===== src/rtl/cfg_pkg.sv =====
// cfg_pkg: shared state encoding and default geometry for the configuration shift chain.
package cfg_pkg;
  typedef enum logic [1:0] {IDLE, SHIFT, COMMIT} cfg_state_t;
  localparam int CFG_WIDTH = 5;
  localparam int CFG_DEPTH = 4;
endpackage


===== src/rtl/cfg_stage.sv =====
// cfg_stage: one logic block's active configuration word with load, sync clear and async reset.
module cfg_stage
  import cfg_pkg::*;
#(
  parameter int WIDTH = CFG_WIDTH
) (
  input  logic             i_clk,
  input  logic             i_rst_n,
  input  logic             i_clear,
  input  logic             i_load,
  input  logic [WIDTH-1:0] i_d,
  output logic [WIDTH-1:0] o_q
);
  logic [WIDTH-1:0] r_q;
  always_ff @(posedge i_clk or negedge i_rst_n)
    if (!i_rst_n) r_q <= '0;
    else if (i_clear) r_q <= '0;
    else if (i_load) r_q <= i_d;
  assign o_q = r_q;
endmodule


===== src/rtl/cfg_shift_chain.sv =====
// cfg_shift_chain: serial config loader with frame checking and atomic commit.
// The active image port is cfg_config because config is a reserved word.
module cfg_shift_chain
  import cfg_pkg::*;
#(
  parameter int WIDTH = CFG_WIDTH,
  parameter int DEPTH = CFG_DEPTH
) (
  input  logic                   clk,
  input  logic                   reset,
  input  logic                   clear,
  input  logic                   cfg_valid,
  output logic                   cfg_ready,
  input  logic                   cfg_bit,
  input  logic                   cfg_last,
  output logic                   cfg_out,
  output logic [WIDTH*DEPTH-1:0] cfg_config,
  output logic                   loaded,
  output logic                   err
);
  localparam int N  = WIDTH * DEPTH;
  localparam int CW = $clog2(N + 1);
  cfg_state_t    r_state;
  logic [CW-1:0] r_count;
  logic [N-1:0]  r_shadow;
  logic          r_loaded;
  logic          r_err;
  logic          w_commit;
  logic          w_accept;
  logic          w_full;
  assign w_commit  = r_state == COMMIT;
  assign cfg_ready = !w_commit && !clear;
  assign w_accept  = cfg_valid && cfg_ready;
  assign w_full    = r_count == CW'(N - 1);
  // A frame ends on cfg_last or on the Nth bit; only both together is a good frame.
  always_ff @(posedge clk or negedge reset)
    if (!reset) begin
      r_state  <= IDLE;
      r_count  <= '0;
      r_shadow <= '0;
      r_loaded <= 1'b0;
      r_err    <= 1'b0;
    end else if (clear) begin
      r_state  <= IDLE;
      r_count  <= '0;
      r_loaded <= 1'b0;
      r_err    <= 1'b0;
    end else begin
      r_loaded <= w_commit;
      if (w_commit) begin
        r_state <= IDLE;
        r_count <= '0;
      end else if (w_accept) begin
        r_shadow <= {r_shadow[N-2:0], cfg_bit};
        r_count  <= (cfg_last || w_full) ? '0 : r_count + CW'(1);
        r_state  <= (cfg_last && w_full) ? COMMIT : (cfg_last || w_full) ? IDLE : SHIFT;
        if (cfg_last != w_full) r_err <= 1'b1;
      end
    end
  for (genvar i = 0; i < DEPTH; i++) begin : g_stage
    cfg_stage #(.WIDTH(WIDTH)) u_stage (
      .i_clk  (clk),
      .i_rst_n(reset),
      .i_clear(clear),
      .i_load (w_commit),
      .i_d    (r_shadow[i*WIDTH +: WIDTH]),
      .o_q    (cfg_config[i*WIDTH +: WIDTH])
    );
  end
  assign cfg_out = r_shadow[N-1];
  assign loaded  = r_loaded;
  assign err     = r_err;
endmodule

===== config.mk =====
export PLATFORM = sky130hd
export DESIGN_NAME = cfg_shift_chain
export DESIGN_NICKNAME = d
export VERILOG_FILES = /design/src/rtl/cfg_pkg.sv /design/src/rtl/cfg_stage.sv /design/src/rtl/cfg_shift_chain.sv
export SDC_FILE = /design/constraint.sdc
export NUM_CORES = 1
export LEC_CHECK = 0
export ABC_AREA = 1
export BUFFER_PORTS_ARGS = -buffer_cell sky130_fd_sc_hd__buf_2
export CAP_MARGIN = 20
export CORE_MARGIN = 2
export CORE_UTILIZATION = 49
export CTS_CLUSTER_DIAMETER = 60
export DETAILED_ROUTE_END_ITERATION = 10
export PLACE_DENSITY = 0.8
export SLEW_MARGIN = 15
export SYNTH_ARGS = -nofsm -noshare
export SYNTH_HDL_FRONTEND = slang
export SYNTH_HIERARCHICAL = 1
export SYNTH_SLANG_ARGS = --single-unit

===== constraint.sdc =====
create_clock -name clk -period 2.75 [get_ports clk]
set_input_delay 0.55 -clock clk [delete_from_list [all_inputs] [get_ports clk]]
set_output_delay 0.55 -clock clk [all_outputs]
set_load 0.005 [all_outputs]

==> impl_summary.log <==
[metrics] outcome: finished clean
[metrics] Clock Tree Buf Depth: 2
[metrics] DPL Wire Length: 2670 microns
[metrics] largest driver fanout on the critical path: 12
[metrics] Die Ht: 69.0 microns
[metrics] CP Data Required Time: 2200 ps
[metrics] total internal power: 1.18 mW
[metrics] area share of the largest cell type after synthesis: 59.3%
[metrics] post-detailed-route DRC marker count: 0
[metrics] max-capacitance violation count: 0
[metrics] overall die width: 69.0 microns
[metrics] count of unique library cells instantiated by Yosys: 20
[metrics] Overflow after GRT: 0
[metrics] area leader, netlist: dfrtp_1
[metrics] most frequent cells after synthesis: nand2_1, dfrtp_1, nand3_1, inv_1
[metrics] GR Util met2: 31.7%
[metrics] proportion of layout cells with a drive suffix above 1: 18.1%
[metrics] combinational fraction of design power: 7.1%
[metrics] pin count of the biggest net entering global routing: 30
[metrics] Initial Utilization: 51.4%
[metrics] syn nets: 245
[metrics] master cell of the clock root buffer: clkbuf_8
[metrics] overall track demand over capacity in global routing: 19.5%
[metrics] number of cell rows: 23
[metrics] highest clock rate: 590 MHz
[metrics] setup fix buffers added after clock tree synthesis: 0
[metrics] I/O pin count: 30
[metrics] later-pin clock latency in the skew report: 300 ps
[metrics] clock net sink count: 49
[metrics] type of element capturing the critical path: output pin
[metrics] via total after detailed routing: 1563
[metrics] area of the die: 0.00476 sq mm
[metrics] Syn-to-layout area delta: 16.0%
[metrics] unrepaired setup endpoints after global routing: false
[metrics] register area share after synthesis: 59.3%
[metrics] area of the core region: 0.00403 sq mm
[metrics] power share of the sequential group: 53.2%
[metrics] first-pass GRT wire length: 6710 microns
[metrics] slew at the pin closest to its max-slew limit: 633 ps
[metrics] number of detailed-route iterations in the first pass: 4
[metrics] switching part of the total power: 23.5%
[metrics] area used by multi-input combinational logic: 746 sq um
[metrics] class of the tightest hold or removal check: input port to async pin
[metrics] number of buffers inserted during clock tree synthesis: 5
[metrics] Iteration-0 DRC Markers: 93
[metrics] peak supply drop: 328 uV
[metrics] number of fillers in the final layout: 362
[metrics] number of flops mapped to enable cells by yosys: 0
[metrics] # nets final: 279
[metrics] IO buf count: 29
[metrics] final antenna-violating net count: 0
[metrics] startpoint type of the worst setup path: input port
[metrics] P per Cell Area: 641 mW/mm^2
[metrics] initial antenna violation count: 0
[metrics] number of hold buffers added after CTS: 0
[metrics] count of state elements after synthesis: 49
[metrics] final wirelength: 3860 microns
[metrics] remaining max-slew budget at the tightest pin: 57.8%
[metrics] share of synthesized flip-flops with an asynchronous set or reset: 100%
[metrics] setup tns final: 0 ps
[metrics] clock transition at the register clock pins on the worst setup and hold paths after CTS: 90 ps
[metrics] routed wire length per instance: 12.0 microns
[metrics] synthesized cell area: 0.00207 sq mm
[metrics] number of warnings issued by yosys: 6
[metrics] most numerous cell in the Yosys netlist: nand2_1
[metrics] Worst Setup Path Type: input port to output pin
[metrics] mean area per synthesized cell: 8.77 sq um
[metrics] max-slew violation count: 0
[metrics] TritonCTS clock tree: built
[metrics] final critical-path required period: 1690 ps
[metrics] placer's final routability congestion estimate: 0.759
[metrics] static leakage: 1.42 nW
[metrics] Register Area: 0.00123 sq mm
[metrics] share of power burned in the clock network: 39.7%
[metrics] final worst clock skew: 5.58 ps
[metrics] gate count of the mapped netlist: 236
[metrics] net switching power: 0.362 mW
[metrics] final setup fails: 0
[metrics] met1 track demand over resource in global routing: 24.3%
[metrics] data arrival time of the critical path: 1140 ps
[metrics] htree depth: 2
[metrics] post-route clock period utilization: 61.6%
[metrics] vias in the first global route: 1514
[metrics] prevailing post-synth register cell: dfrtp_1
[metrics] number of hold violations in the final report: 0
[metrics] Via density: 4.87
[metrics] antenna diode count: 0
[metrics] met3 GRT Util: 4.06%
[metrics] overall power after layout: 1.54 mW
[metrics] cells resized by post-CTS repair: 0
[metrics] largest cells by area after synthesis: dfrtp_1, nand2_1, nand3_1
[metrics] most utilized layer in the global route result: met2
-- flip-flops by register name (all words and copies together) (netlist names) --
name,count
err,1
r_state,2
r_count,5
loaded,1
g_stage.u_stage/o_q,20
r_shadow,20
-- logic make-up (layout without fill, tap and decap cells) --
family,after synthesis,in the layout,share of synthesized area (%)
AO/OA/AOI/OAI,3,3,0.725
AND/OR/NAND/NOR,159,159,33.0
buffers and inverters,21,56,4.84
XOR/XNOR,1,1,0.423
adder cells (fa/ha/maj),3,3,1.81
flip-flops,49,49,59.3
-- power groups by stage --
stage                     combinational [mW]  sequential, mW  clock (mW)
final                                  0.109           0.818       0.611
after global routing                   0.129           0.826       0.654
after CTS                              0.111           0.817       0.621
after detailed placement               0.110           0.830           0
after global placement                 0.105           0.830           0
after floorplan                       0.0714           0.819           0
-- layout by cell type, fill, tap and decap left out, types with 2 or more instances in the layout --
| cell | Yosys | routed |
|---|---|---|
| clkbuf_8 | 0 | 5 |
| ha_1 | 3 | 3 |
| buf_2 | 2 | 29 |
| nand3_1 | 22 | 22 |
| nor2_4 | 4 | 4 |
| nand4_1 | 3 | 3 |
| buf_4 | 1 | 3 |
| inv_1 | 15 | 15 |
| bufinv_16 | 0 | 2 |
| o21ai_0 | 2 | 2 |
| nand2_1 | 121 | 121 |
| nor2_1 | 4 | 3 |
| dfrtp_1 | 49 | 49 |
-- stage by stage --
step / utilization [%] / hold WS (ps) / instance area (sq um) / instances / setup WS [ps]
detailed placement: 56.1 / 453 / 2260 / 313 / 783
global placement: 56.1 / 449 / 2260 / 313 / 842
CTS: 59.6 / 277 / 2400 / 321 / 1040
finish: 59.6 / 252 / 2400 / 321 / 1060
global route: 59.6 / 304 / 2400 / 321 / 950
floorplan: - / 254 / 2070 / 236 / 456
-- layer usage --
metal / vias to the layer above / share of wire, %
li1: 800 / -
met4: 0 / 2.2
met1: 722 / 45
met2: 34 / 48
met3: 7 / 4.6
met5: - / 0
-- cell type report --
| cell class | count | area share [%] |
|---|---|---|
| well taps | 50 | 2.61 |
| repair buffers | 32 | 6.99 |
| flip-flops and latches | 49 | 51.1 |
| clock buffers | 5 | 2.87 |
| inverters | 16 | 2.50 |
| multi-input cells | 166 | 31.1 |
| clock inverters | 3 | 2.87 |
-- critical path: stages --
cell and delay (ps):
buf_2 320, nor2_1 130, buf_2 150
-- worst paths after layout --
kind	start	endpoint	slack, ps	cells past startpoint
worst max-delay path	clear	cfg_ready	1060	3
worst min-delay path	reset	g_stage[2].u_stage/o_q[4]	250	1
worst max register to register	r_count[0]	r_count[4]	1160	9
worst min register to register	g_stage[0].u_stage/o_q[4]	g_stage[0].u_stage/o_q[4]	470	2
max in group asynchronous	reset	g_stage[1].u_stage/o_q[2]	1880	2
min in group clk	cfg_bit	r_shadow[0]	460	3
No activity file was read; power rests on OpenSTA's default activity.
